<file path="src/rtl/alu_add_sequencer.sv">
`default_nettype none
// ============================================================================
// Module   : alu_add_sequencer
// Brief    : Multi-precision add/subtract sequencer driving an external 6-bit
//            ripple adder, one chunk per clock, LSB chunk first.
//            Optional signed-overflow output: ALU_ADD_SEQ_OVERFLOW_EN.
// Revision : 1.0 - initial release
// ============================================================================
module alu_add_sequencer #(
    parameter int CHUNKS = 4
) (
    input  logic                  clk,
    input  logic                  rst_n,
    input  logic                  req_valid,
    output logic                  req_ready,
    input  logic [6*CHUNKS-1:0]   op_a,
    input  logic [6*CHUNKS-1:0]   op_b,
    input  logic                  op_sub,
    output logic                  resp_valid,
    input  logic                  resp_ready,
    output logic [6*CHUNKS-1:0]   result,
    output logic                  carry_out,
    output logic                  overflow,
    output logic [5:0]            add_a,
    output logic [5:0]            add_b,
    output logic                  add_cin,
    input  logic [5:0]            add_sum,
    input  logic                  add_cout
);

    localparam int c_width = 6 * CHUNKS;
    localparam int c_idx_w = $clog2(CHUNKS);
    localparam logic [c_idx_w-1:0] c_last_idx = c_idx_w'(CHUNKS - 1);

    localparam logic [1:0] c_st_idle = 2'd0;
    localparam logic [1:0] c_st_run  = 2'd1;
    localparam logic [1:0] c_st_done = 2'd2;

    logic [1:0]          r_state;
    logic [c_idx_w-1:0]  r_idx;
    logic [c_width-1:0]  r_a;
    logic [c_width-1:0]  r_b;
    logic                r_carry;
    logic [c_width-1:0]  r_result;
    logic                r_carry_out;

    always_ff @(posedge clk or negedge rst_n) begin
        if (!rst_n) begin
            r_state     <= c_st_idle;
            r_idx       <= '0;
            r_a         <= '0;
            r_b         <= '0;
            r_carry     <= 1'b0;
            r_result    <= '0;
            r_carry_out <= 1'b0;
        end else begin
            case (r_state)
                c_st_idle: begin
                    if (req_valid) begin
                        // Subtract is A + ~B + 1: invert B here, inject the 1 as first carry-in
                        r_a         <= op_a;
                        r_b         <= op_b ^ {c_width{op_sub}};
                        r_carry     <= op_sub;
                        r_idx       <= '0;
                        r_result    <= '0;
                        r_carry_out <= 1'b0;
                        r_state     <= c_st_run;
                    end
                end
                c_st_run: begin
                    r_result[6*r_idx +: 6] <= add_sum;
                    r_carry                <= add_cout;
                    if (r_idx == c_last_idx) begin
                        r_carry_out <= add_cout;
                        r_state     <= c_st_done;
                    end else begin
                        r_idx <= r_idx + 1'b1;
                    end
                end
                c_st_done: begin
                    if (resp_ready) begin
                        r_state <= c_st_idle;
                    end
                end
                default: r_state <= c_st_idle;
            endcase
        end
    end

`ifdef ALU_ADD_SEQ_OVERFLOW_EN
    logic r_overflow;

    // Registered on the last chunk so the flag never shows partial-result glitches
    always_ff @(posedge clk or negedge rst_n) begin
        if (!rst_n) begin
            r_overflow <= 1'b0;
        end else if (r_state == c_st_idle && req_valid) begin
            r_overflow <= 1'b0;
        end else if (r_state == c_st_run && r_idx == c_last_idx) begin
            r_overflow <= (r_a[c_width-1] == r_b[c_width-1]) &&
                          (add_sum[5] != r_a[c_width-1]);
        end
    end

    assign overflow = r_overflow;
`else
    assign overflow = 1'b0;
`endif

    assign req_ready  = (r_state == c_st_idle);
    assign resp_valid = (r_state == c_st_done);
    assign result     = r_result;
    assign carry_out  = r_carry_out;
    assign add_a      = (r_state == c_st_run) ? r_a[6*r_idx +: 6] : 6'd0;
    assign add_b      = (r_state == c_st_run) ? r_b[6*r_idx +: 6] : 6'd0;
    assign add_cin    = (r_state == c_st_run) ? r_carry : 1'b0;

endmodule
`default_nettype wire

</file>
<file path="config.mk">
export PLATFORM = sky130hd
export DESIGN_NAME = alu_add_sequencer
export DESIGN_NICKNAME = d
export VERILOG_FILES = /design/src/rtl/alu_add_sequencer.sv
export SDC_FILE = /design/constraint.sdc
export NUM_CORES = 1
export LEC_CHECK = 0
export BUFFER_PORTS_ARGS = -buffer_cell sky130_fd_sc_hd__clkbuf_2
export CORE_MARGIN = 2
export CORE_UTILIZATION = 35
export CTS_CLUSTER_SIZE = 40
export DETAILED_ROUTE_END_ITERATION = 10
export GPL_ROUTABILITY_DRIVEN = 0
export MAX_ROUTING_LAYER = met4
export PLACE_DENSITY = 0.54
export SLEW_MARGIN = 20
export SYNTH_ARGS = -nofsm -noshare
export SYNTH_HDL_FRONTEND = slang
export SYNTH_SLANG_ARGS = --single-unit
</file>
<file path="constraint.sdc">
create_clock -name clk -period 2.5 [get_ports clk]
set_clock_uncertainty 0.05 [all_clocks]
set_input_delay 0.5 -clock clk [delete_from_list [all_inputs] [get_ports clk]]
set_output_delay 0.5 -clock clk [all_outputs]
set_load 0.03 [all_outputs]
</file>
==> Word-level counts from Yosys, hierarchy flattened <==
Cells that the tools add are included.
{ "totals": {"wordCells": 47, "ff_bits": 78, "latch_bits": 0, "ramBits": 0, "memories": 0, "romBits": 0, "in_bits": 60} }
{ "classes": {"shift": 4, "n_mux": 18, "mul": 1, "n_lt_le_gt_ge": 0, "n_bitwise": 1, "n_eq_ne": 7, "n_div": 0, "n_reduce_logical": 7, "addsub": 2} }
{ "ops": {"columns": ["operator", "n"], "rows": [
  ["$pmux 24 s2", 1],
  ["$shiftx 24x6->6", 2],
  ["$neg 5->34", 1],
  ["$shift 6x34->24 const A", 1],
  ["$shiftx 6x34->24", 1],
  ["$bwmux 24", 1],
  ["$mux 24", 1],
  ["$xor 24x24->24", 1],
  ["$mux 6", 2],
  ["$mux 2", 5],
  ["$reduce_and 3->1", 3],
  ["$ne 2x2->1 const B", 3],
  ["$pmux 2 s3", 1],
  ["$eq 2x2->1 const B", 2],
  ["$mul 2x2->4 const A", 1],
  ["$mux 1", 4],
  ["$pmux 1 s2", 2],
  ["$pmux 2 s2", 1],
  ["$reduce_and 2->1", 2],
  ["$add 2x1->2 const B", 1],
  ["$eq 2x1->1 const B", 1],
  ["$logic_not 2->1", 1],
  ["$ne 2x1->1 const B", 1],
  ["$reduce_bool 2->1", 1]
]} }

==> Depth between registers and ports, before layout <==
Gate-level depths: netlist of the first run.
{ "depth": {"ltp_word": 5, "mapped_depth": 8, "ltp_nobuf": 5} }

==> Worst setup path after synthesis of the first run <==
No wires, ideal clock.
{ "synth_timing": {"path_kind": "register -> register", "from": "register r_idx[1]", "to": "register r_result[15] (netlist: result[15])", "setup_time_ps": 133, "stages_incl_launch_ff": 8, "path_slack_ps": 337, "period_less_slack_ps": 2163, "n_path_buf": 2, "arrival_ps": 1981, "path_cell_list": "dfrtp_1 -> buf_1 -> inv_1 -> ha_1 -> buf_2 -> and3_1 -> a211oi_1 -> o2bb2ai_1"} }
{ "synth_via": {"elab_chain_cells": 5, "elab_cells_between_ends": 6} }
{ "synth_lines": {"columns": ["element", "line_no", "rtl"], "rows": [
  ["start: declaration", "40", "logic [c_idx_w-1:0] r_idx;"],
  ["start signal: assignment", "77", "r_idx <= r_idx + 1'b1;"],
  ["$mul 2x2->4 *", "71", "r_result[6*r_idx +: 6] <= add_sum;"],
  ["$neg 5->34 *", "71", null],
  ["$shiftx 6x34->24 or $shift 6x34->24 (tied branches)", "71", null],
  ["$bwmux 24 *", "71", null],
  ["$pmux 24 s2 *", "57", "case (r_state)"],
  ["end signal: indexed assignment", "71", null],
  ["end: declaration", "44", "logic [c_width-1:0] r_result;"]
]} }
Mark *: on every way between the ends. The rest lies on a longest branch, timed or not.
A chain may end at the register's enable or synchronous reset.

==> Worst setup path after layout of the first run <==
{ "layout_timing": {"from": "register r_idx[0]", "to": "output port add_a[0]"} }
{ "layout_via": {"elab_chain_cells": 3} }
{ "layout_lines": {"columns": ["element", "line_no", "rtl"], "rows": [
  ["$mul 2x2->4", "114", "assign add_a = (r_state == c_st_run) ? r_a[6*r_idx +: 6] : 6'd0;"],
  ["$shiftx 24x6->6", "114", null],
  ["$mux 6", "114", null],
  ["end: declaration", "24", "output logic [5:0] add_a,"]
]} }
Every way passes these cells.

==> impl_metrics.py, run 1 <==
metrics = {
    "global_routing": {
        "global_route.usage.total_pct": 16.54,
        "antenna_violations_before_repair": 0,
        "wire_length_of_the_first_global_routing_pass_mm": 14.79,
        "grt_max_degree": 53,
        "globalRouteOverflowTotal": 0,
        "grt_pass1_vias": 2892,
    },
    "sta": {
        "period_share_pct": 95.39,
        "timing.final.crit_period_ns": 2.385,
        "setup_viol_count_final": 0,
        "setup_total_negative_slack_ns": 0,
        "timing_worst_slew_pin_value_ns": 0.7594,
        "clock.fmax_ghz": 0.4193,
        "fin_worst_hold_slack_ns": 0.03368,
        "hold_viol": 0,
        "final-max-slew-violation-count": 0,
        "rsz0062_at_grt": "false",
        "worst_slew_margin_rel_pct": 49.38,
    },
    "clock_network": {
        "tritoncts_clock_tree": "done",
        "clkTransAtPathRegs_ns": 0.06,
        "max_root_sink_buffers": 2,
        "clk-insertion-delay-late_ns": 0.33,
        "cts_buffers": 9,
        "clock_sinks": 78,
        "cts_root_buf": "sky130_fd_sc_hd__clkbuf_16",
        "cts.repair_timing.setup_buffer_count": 0,
        "hold_buffers": 0,
        "cts-htree-levels": 3,
    },
    "route": {
        "vias_cell": 4.933,
        "first_pass_iters": 4,
        "drt_iter0_markers": 124,
        "drtAntennaViolNets": 0,
        "drt_wl_total_mm": 9.013,
        "vias": 2851,
        "drc": 0,
        "per_cell_routed_wire_length_um": 15.59,
    },
    "critical_path": {
        "rr_startpoint": "r_idx[0]$_DFFE_PN0P_",
        "critPathMaxFanout": 28,
        "timing.critical_path.arrival_ns": 1.83,
        "critical_path_required_ns": 1.95,
        "critPathKind": "reg -> out",
        "setup.worst_path.start": "r_idx[0]$_DFFE_PN0P_",
        "critPathLaunchType": "register",
        "critical_path_sink_type": "output pin",
    },
    "yosys": {
        "synthDominantCellAreaShare_pct": 49.38,
        "synthesis.area_um2": 3953,
        "ys_seq_area_share_pct": 49.38,
        "synth_fp_nets": 401,
        "synth_area_per_cell_um2": 11.76,
        "syn_inst": 336,
        "synth_top_cells_by_area": "sky130_fd_sc_hd__dfrtp_1 49%, sky130_fd_sc_hd__mux4_2 6.8%, sky130_fd_sc_hd__mux2_1 5.4%",
        "synth-async-reset-ratio_pct": 100.0,
        "number_of_different_library_cells_in_the_post_synthesis_netlist": 48,
        "ys_dominant_reg_cell": "sky130_fd_sc_hd__dfrtp_1",
        "synth.ff_latch_count": 78,
        "synth_edf_count": 0,
        "yosysWarnings": 0,
        "synth.cells.most_frequent": "78 x sky130_fd_sc_hd__dfrtp_1, 33 x sky130_fd_sc_hd__nand2_1, 24 x sky130_fd_sc_hd__o21ai_0, 24 x sky130_fd_sc_hd__xnor2_1, 19 x sky130_fd_sc_hd__mux2_1",
        "yosys.area.top_type": "sky130_fd_sc_hd__dfrtp_1",
        "synth.most_common_cell": "sky130_fd_sc_hd__dfrtp_1",
    },
    "floorplan": {
        "initial_core_util_pct": 36.14,
        "design.portCount": 101,
        "fp.dieH_um": 110.3,
        "die_area_um2": 12160,
        "core-area_um2": 10940,
        "core.rowCount": 38,
        "dieWidth_um": 110.3,
    },
    "job": {
        "max_cap_violations": 0,
    },
    "cells_and_area": {
        "finish.net_count": 498,
        "final_layout_size_suffix_gt1_share_pct": 33.56,
        "diode_insertion_count_for_antenna_repair": 0,
        "area_delta_synth_final_pct": 23.55,
    },
    "place": {
        "post-dp-hpwl_mm": 6.424,
        "place.port_buffers": 99,
    },
    "outcome": {
        "outcome": "complete, no violations",
    },
    "power_and_ir_drop": {
        "leakagePower_nw": 2.288,
        "power.ir.vdd_worst_mv": 0.4721,
        "powerDensity_nw_per_um2": 1355,
    },
    "worst_hold_path": {
        "worstHoldPathType": "in -> async",
    },
}
==> worst paths after layout <==
| kind | end | slack, ns | cells past startpoint |
|---|---|---|---|
| worst max-delay path | add_a[0] | 0.12 | 4 |
| worst min-delay path | r_a[5]$_DFFE_PN0P_ | 0.03 | 1 |
| worst max register to register | result[15]$_DFFE_PN0P_ | 0.37 | 5 |
| worst min register to register | r_b[17]$_DFFE_PN0P_ | 0.42 | 2 |
| max in group asynchronous | r_idx[1]$_DFFE_PN0P_ | 1.76 | 2 |
| min in group clk | r_state[1]$_DFFE_PN0P_ | 0.32 | 2 |
==> cell type report <==
cell class | instances | area (um2)
clock buffer | 12 | 256.5
clock inverter | 4 | 53.80
fill | 1076 | 6052
inverter | 7 | 26.28
multi-input combinational | 227 | 1819
sequential | 78 | 1952
tap | 140 | 175.2
timing repair buffer | 110 | 600.6
==> cell usage in the layout (no fill, tap or decap), drive strengths merged, types with 5 or more instances in the layout <==
master     n
nor2       6
xnor2     24
dfrtp     78
nand3b     5
o2bb2ai    9
buf       12
o21ai     29
mux4      12
inv        8
a21oi      7
a22o      13
clkbuf   110
and2      13
nand2     33
mux2      26
ha         5
==> state kept, by name, summed over array words and instances (netlist names) <==
name       count
r_a           24
r_b           24
result        24
r_idx          2
r_state        2
carry_out      1
r_carry        1
==> report_power, final <==
part	internal, mW	switching (mW)
Combinational	1.33	1.87
Sequential	1.80	0.282
Clock	0.832	0.509
Total	3.95	2.66
==> through the flow <==
stage | util (%) | cells | power, mW | instance area [um2] | setup slack, ns
finish | 44.66 | 578 | 6.617 | 4883 | 0.1152
detailed placement | 41.75 | 562 | 5.321 | 4566 | 0.3548
global route | 44.66 | 578 | 7.129 | 4883 | 0.02566
global placement | 41.75 | 562 | 5.266 | 4566 | 0.3770
CTS | 44.62 | 578 | 6.697 | 4880 | 0.06532
floorplan | - | 336 | 4.487 | 3953 | 0.3365
==> worst max-delay path, cell delays in order, from the launching register on <==
cell	delay [ns]
sky130_fd_sc_hd__dfrtp_1	0.39
sky130_fd_sc_hd__buf_8	0.24
sky130_fd_sc_hd__mux4_2	0.53
sky130_fd_sc_hd__and2_1	0.17
sky130_fd_sc_hd__clkbuf_2	0.17
==> kinds of logic after synthesis <==
logic type / Yosys count / synth area share [%]
flops: 78 / 49.38
mux: 42 / 15.26
compound gates: 70 / 12.00
simple gates: 85 / 11.78
xor+xnor: 24 / 5.318
other cells: 1 / 0.09488
fa+ha+maj: 5 / 1.583
buf+inv: 31 / 4.590
==> per-layer routing <==
layer | share of wire (%) | wire length, um | global-route usage [%] | vias to the layer above
li1 | - | - | - | 1398
met1 | 49 | 4374 | 22.23 | 1356
met2 | 45 | 4067 | 24.89 | 84
met3 | 4.5 | 406 | 2.881 | 13
met4 | 1.8 | 165 | 6.696 | 0
met5 | 0 | 0 | - | -
==> timing repair <==
item / 4_1_cts / 5_1_grt
endpoints found under the setup margin: 3 / 1
resized for setup: 1 / 1
cloned: 0 / 0
(Power assumes the default switching activity.)
==> run 2, diff against run 1 <==
--- a/config.mk
+++ b/config.mk
@@ -5,6 +5,7 @@
 export SDC_FILE = /design/constraint.sdc
 export NUM_CORES = 1
 export LEC_CHECK = 0
+export ABC_AREA = 1
 export BUFFER_PORTS_ARGS = -buffer_cell sky130_fd_sc_hd__clkbuf_2
 export CORE_MARGIN = 2
 export CORE_UTILIZATION = 35
@@ -12,8 +13,8 @@
 export DETAILED_ROUTE_END_ITERATION = 10
 export GPL_ROUTABILITY_DRIVEN = 0
 export MAX_ROUTING_LAYER = met4
-export PLACE_DENSITY = 0.54
-export SLEW_MARGIN = 20
+export PLACE_DENSITY = 0.53
+export SLEW_MARGIN = 0
 export SYNTH_ARGS = -nofsm -noshare
 export SYNTH_HDL_FRONTEND = slang
 export SYNTH_SLANG_ARGS = --single-unit
==> constraint.sdc (replaced) <==
create_clock -name clk -period 2.5 [get_ports clk]
set_clock_uncertainty 0.05 [all_clocks]
set_input_delay 0.375 -clock clk [delete_from_list [all_inputs] [get_ports clk]]
set_output_delay 0.375 -clock clk [all_outputs]
set_load 0.03 [all_outputs]
==> run 2 against run 1 <==
Area after synthesis rose by 3.0%. Global-route usage rose by 1.8 points. Clock power rose by 13%. Routed wire length rose by 20%. Combinational power rose by 6%. Synthesized cell count rose by 59%. Register-to-register slack improved by 0.19 ns. Utilization fell by 0.36 points.
==> impl_metrics.py, run 2 <==
metrics = {
    "outcome": {
        "outcome": "complete, no violations",
    },
    "floorplan": {
        "initial_core_util_pct": 35.82,
        "dieWidth_um": 111.9,
        "core.rowCount": 39,
        "design.portCount": 101,
        "fp.dieH_um": 111.9,
        "core-area_um2": 11370,
        "die_area_um2": 12510,
    },
    "sta": {
        "hold_viol": 0,
        "timing_worst_slew_pin_value_ns": 0.7893,
        "clock.fmax_ghz": 0.4461,
        "setup_viol_count_final": 0,
        "setup_total_negative_slack_ns": 0,
        "final-max-slew-violation-count": 0,
        "rsz0062_at_grt": "false",
        "period_share_pct": 89.66,
        "worst_slew_margin_rel_pct": 47.38,
        "timing.final.crit_period_ns": 2.242,
    },
    "clock_network": {
        "cts-htree-levels": 3,
        "cts_buffers": 9,
        "cts_root_buf": "sky130_fd_sc_hd__clkbuf_16",
        "max_root_sink_buffers": 2,
        "hold_buffers": 0,
        "tritoncts_clock_tree": "done",
        "clkTransAtPathRegs_ns": 0.06,
        "cts-resized-gates": 0,
        "clock_sinks": 78,
        "clk-insertion-delay-late_ns": 0.33,
        "cts.repair_timing.setup_buffer_count": 0,
    },
    "route": {
        "detail_route_met2_wl_mm": 5.197,
        "per_cell_routed_wire_length_um": 13.95,
        "maxUsedRoutingLayer": "met4",
        "first_pass_iters": 4,
        "vias_cell": 4.861,
        "drt_iter0_markers": 182,
        "vias": 3767,
        "wl_met1_mm": 4.988,
        "drt_wl_total_mm": 10.82,
        "drc": 0,
        "met3_wirelength_um": 559,
        "drtAntennaViolNets": 0,
    },
    "critical_path": {
        "critical_path_sink_type": "output pin",
        "timing.critical_path.arrival_ns": 1.82,
        "reg2reg_slack_ns": 0.56,
        "rr_endpoint": "result[10]$_DFFE_PN0P_",
        "rr_startpoint": "r_idx[0]$_DFFE_PN0P_",
        "critPathMaxFanout": 35,
        "critPathLaunchType": "register",
        "reg2regPathDepth": 7,
        "critical_path_required_ns": 2.08,
        "critPathKind": "reg -> out",
    },
    "worst_hold_path": {
        "worstHoldPathType": "in -> async",
    },
    "power_and_ir_drop": {
        "powerDensity_nw_per_um2": 1379,
        "leakagePower_nw": 2.659,
        "power.ir.vdd_worst_mv": 0.4786,
    },
    "yosys": {
        "syn_inst": 533,
        "fraction_of_the_mapped_netlist_area_in_compound_gates_pct": 9.647,
        "synth.cells.most_frequent": "189 x sky130_fd_sc_hd__nand2_1, 78 x sky130_fd_sc_hd__dfrtp_1, 59 x sky130_fd_sc_hd__nor2_1",
        "synth.ff_latch_count": 78,
        "yosys.area_share.xor_xnor_pct": 5.376,
        "synth_fa_ha_area_share_pct": 1.536,
        "synth.area.mux_share_pct": 0,
        "synth-async-reset-ratio_pct": 100.0,
        "synth-simple-area-share_pct": 29.86,
        "synth.most_common_cell": "sky130_fd_sc_hd__nand2_1",
        "ys_dominant_reg_cell": "sky130_fd_sc_hd__dfrtp_1",
        "synth_edf_count": 0,
        "yosysWarnings": 0,
        "synthesis.area_um2": 4073,
        "number_of_different_library_cells_in_the_post_synthesis_netlist": 26,
        "yosys.area.top_type": "sky130_fd_sc_hd__dfrtp_1",
        "synth_top_family_by_area": "simple AND/OR/NAND/NOR gates",
        "ys_seq_area_share_pct": 47.93,
        "synth_area_per_cell_um2": 7.641,
        "synthDominantCellAreaShare_pct": 47.93,
        "synth_fp_nets": 598,
        "synth_top_cells_by_area": "sky130_fd_sc_hd__dfrtp_1 48%, sky130_fd_sc_hd__nand2_1 17%, sky130_fd_sc_hd__o21ai_0 6.3%",
    },
    "cells_and_area": {
        "final_cell_count_no_fill": 775,
        "final_core_utilization_pct": 44.29,
        "finish.net_count": 692,
        "filler_cell_count": 1207,
        "most_frequent_cells_in_the_layout": "188 x sky130_fd_sc_hd__nand2_1, 98 x sky130_fd_sc_hd__clkbuf_2, 78 x sky130_fd_sc_hd__dfrtp_1",
        "multi_input_gate_area_um2": 1897,
        "diode_insertion_count_for_antenna_repair": 0,
        "area_delta_synth_final_pct": 23.66,
        "final_layout_size_suffix_gt1_share_pct": 22.63,
        "final_common_cell": "sky130_fd_sc_hd__nand2_1",
        "ff_latch_area_um2": 1952,
    },
    "global_routing": {
        "antenna_violations_before_repair": 0,
        "grt_max_degree": 50,
        "global_route.usage.total_pct": 18.39,
        "globalRouteOverflowTotal": 0,
        "wire_length_of_the_first_global_routing_pass_mm": 18.02,
        "grt_pass1_vias": 3710,
    },
    "place": {
        "post-dp-hpwl_mm": 7.728,
        "placed_cells_incl_taps": 759,
        "place.port_buffers": 99,
    },
    "job": {
        "max_cap_violations": 0,
    },
}
[run 2: changes by cell type in the layout (fill, tap and decap cells not counted), moves of 6 or more]
cell | previous run | this run
sky130_fd_sc_hd__o2bb2ai_1 | 9 | 0
sky130_fd_sc_hd__mux2_2 | 7 | 0
sky130_fd_sc_hd__mux2_1 | 19 | 0
sky130_fd_sc_hd__a21oi_1 | 7 | 14
sky130_fd_sc_hd__nand4_1 | 1 | 7
sky130_fd_sc_hd__a22o_1 | 13 | 0
sky130_fd_sc_hd__o21ai_0 | 24 | 51
sky130_fd_sc_hd__nand3_1 | 4 | 32
sky130_fd_sc_hd__mux4_2 | 12 | 0
sky130_fd_sc_hd__and2_1 | 13 | 0
sky130_fd_sc_hd__inv_1 | 7 | 16
sky130_fd_sc_hd__nand2_1 | 33 | 188
sky130_fd_sc_hd__nor2_1 | 6 | 59
[run 2: layer usage]
layer / vias up / GRT usage, %
li1: 1882 / -
met1: 1759 / 23.09
met2: 120 / 29.62
met3: 6 / 3.593
met4: 0 / 6.749
met5: - / -
[run 2: power breakdown]
part / switching, mW / total (mW) / internal [mW]
clock network: 0.538 / 1.52 / 0.979
registers: 0.285 / 2.05 / 1.76
logic: 2.41 / 3.38 / 0.972
[run 2: logic make-up after synthesis]
logic type / Yosys count
compound gates: 77
xor+xnor: 25
fa+ha+maj: 5
buf+inv: 49
flops: 78
other cells: 1
simple gates: 298
[run 2: worst max-delay path by stage]
stage | start | slack (ns) | cells after the start | to
2_1_floorplan | r_idx[0]$_DFFE_PN0P_ | 0.37 | 11 | result[8]$_DFFE_PN0P_
3_3_place_gp | r_idx[0]$_DFFE_PN0P_ | 0.58 | 7 | result[10]$_DFFE_PN0P_
3_5_place_dp | r_idx[0]$_DFFE_PN0P_ | 0.57 | 7 | result[10]$_DFFE_PN0P_
4_1_cts | r_idx[0]$_DFFE_PN0P_ | 0.24 | 6 | add_a[0]
5_1_grt | r_idx[0]$_DFFE_PN0P_ | 0.08 | 6 | add_a[3]
6_report | r_idx[0]$_DFFE_PN0P_ | 0.26 | 6 | add_b[0]
[run 2: worst max-delay path, stage by stage (launching register included)]
cell and delay, ns:
sky130_fd_sc_hd__dfrtp_1 0.34, sky130_fd_sc_hd__buf_4 0.36, sky130_fd_sc_hd__nor2_1 0.09, sky130_fd_sc_hd__nor2_1 0.08
sky130_fd_sc_hd__o21ai_0 0.12, sky130_fd_sc_hd__a21oi_1 0.22, sky130_fd_sc_hd__clkbuf_2 0.25
[run 2: final cells by class]
class,instances,area share [%]
tap,143,3.553
clock buffer,9,4.472
clock inverter,7,2.385
sequential,78,38.76
timing repair buffer,110,11.53
inverter,22,1.640
multi-input combinational,406,37.66
[run 2: through the flow]
step / cell area [um2] / hold slack (ns) / total power [mW] / setup WS, ns
after CTS: 5036 / 0.04324 / 7.013 / 0.2387
after floorplan: 4073 / 0.02941 / 4.512 / 0.3741
after global placement: 4691 / 0.3955 / 5.430 / 0.5840
final: 5036 / 0.01429 / 6.945 / 0.2584
after global routing: 5036 / 0.07093 / 7.495 / 0.07745
after detailed placement: 4691 / 0.4023 / 5.462 / 0.5654
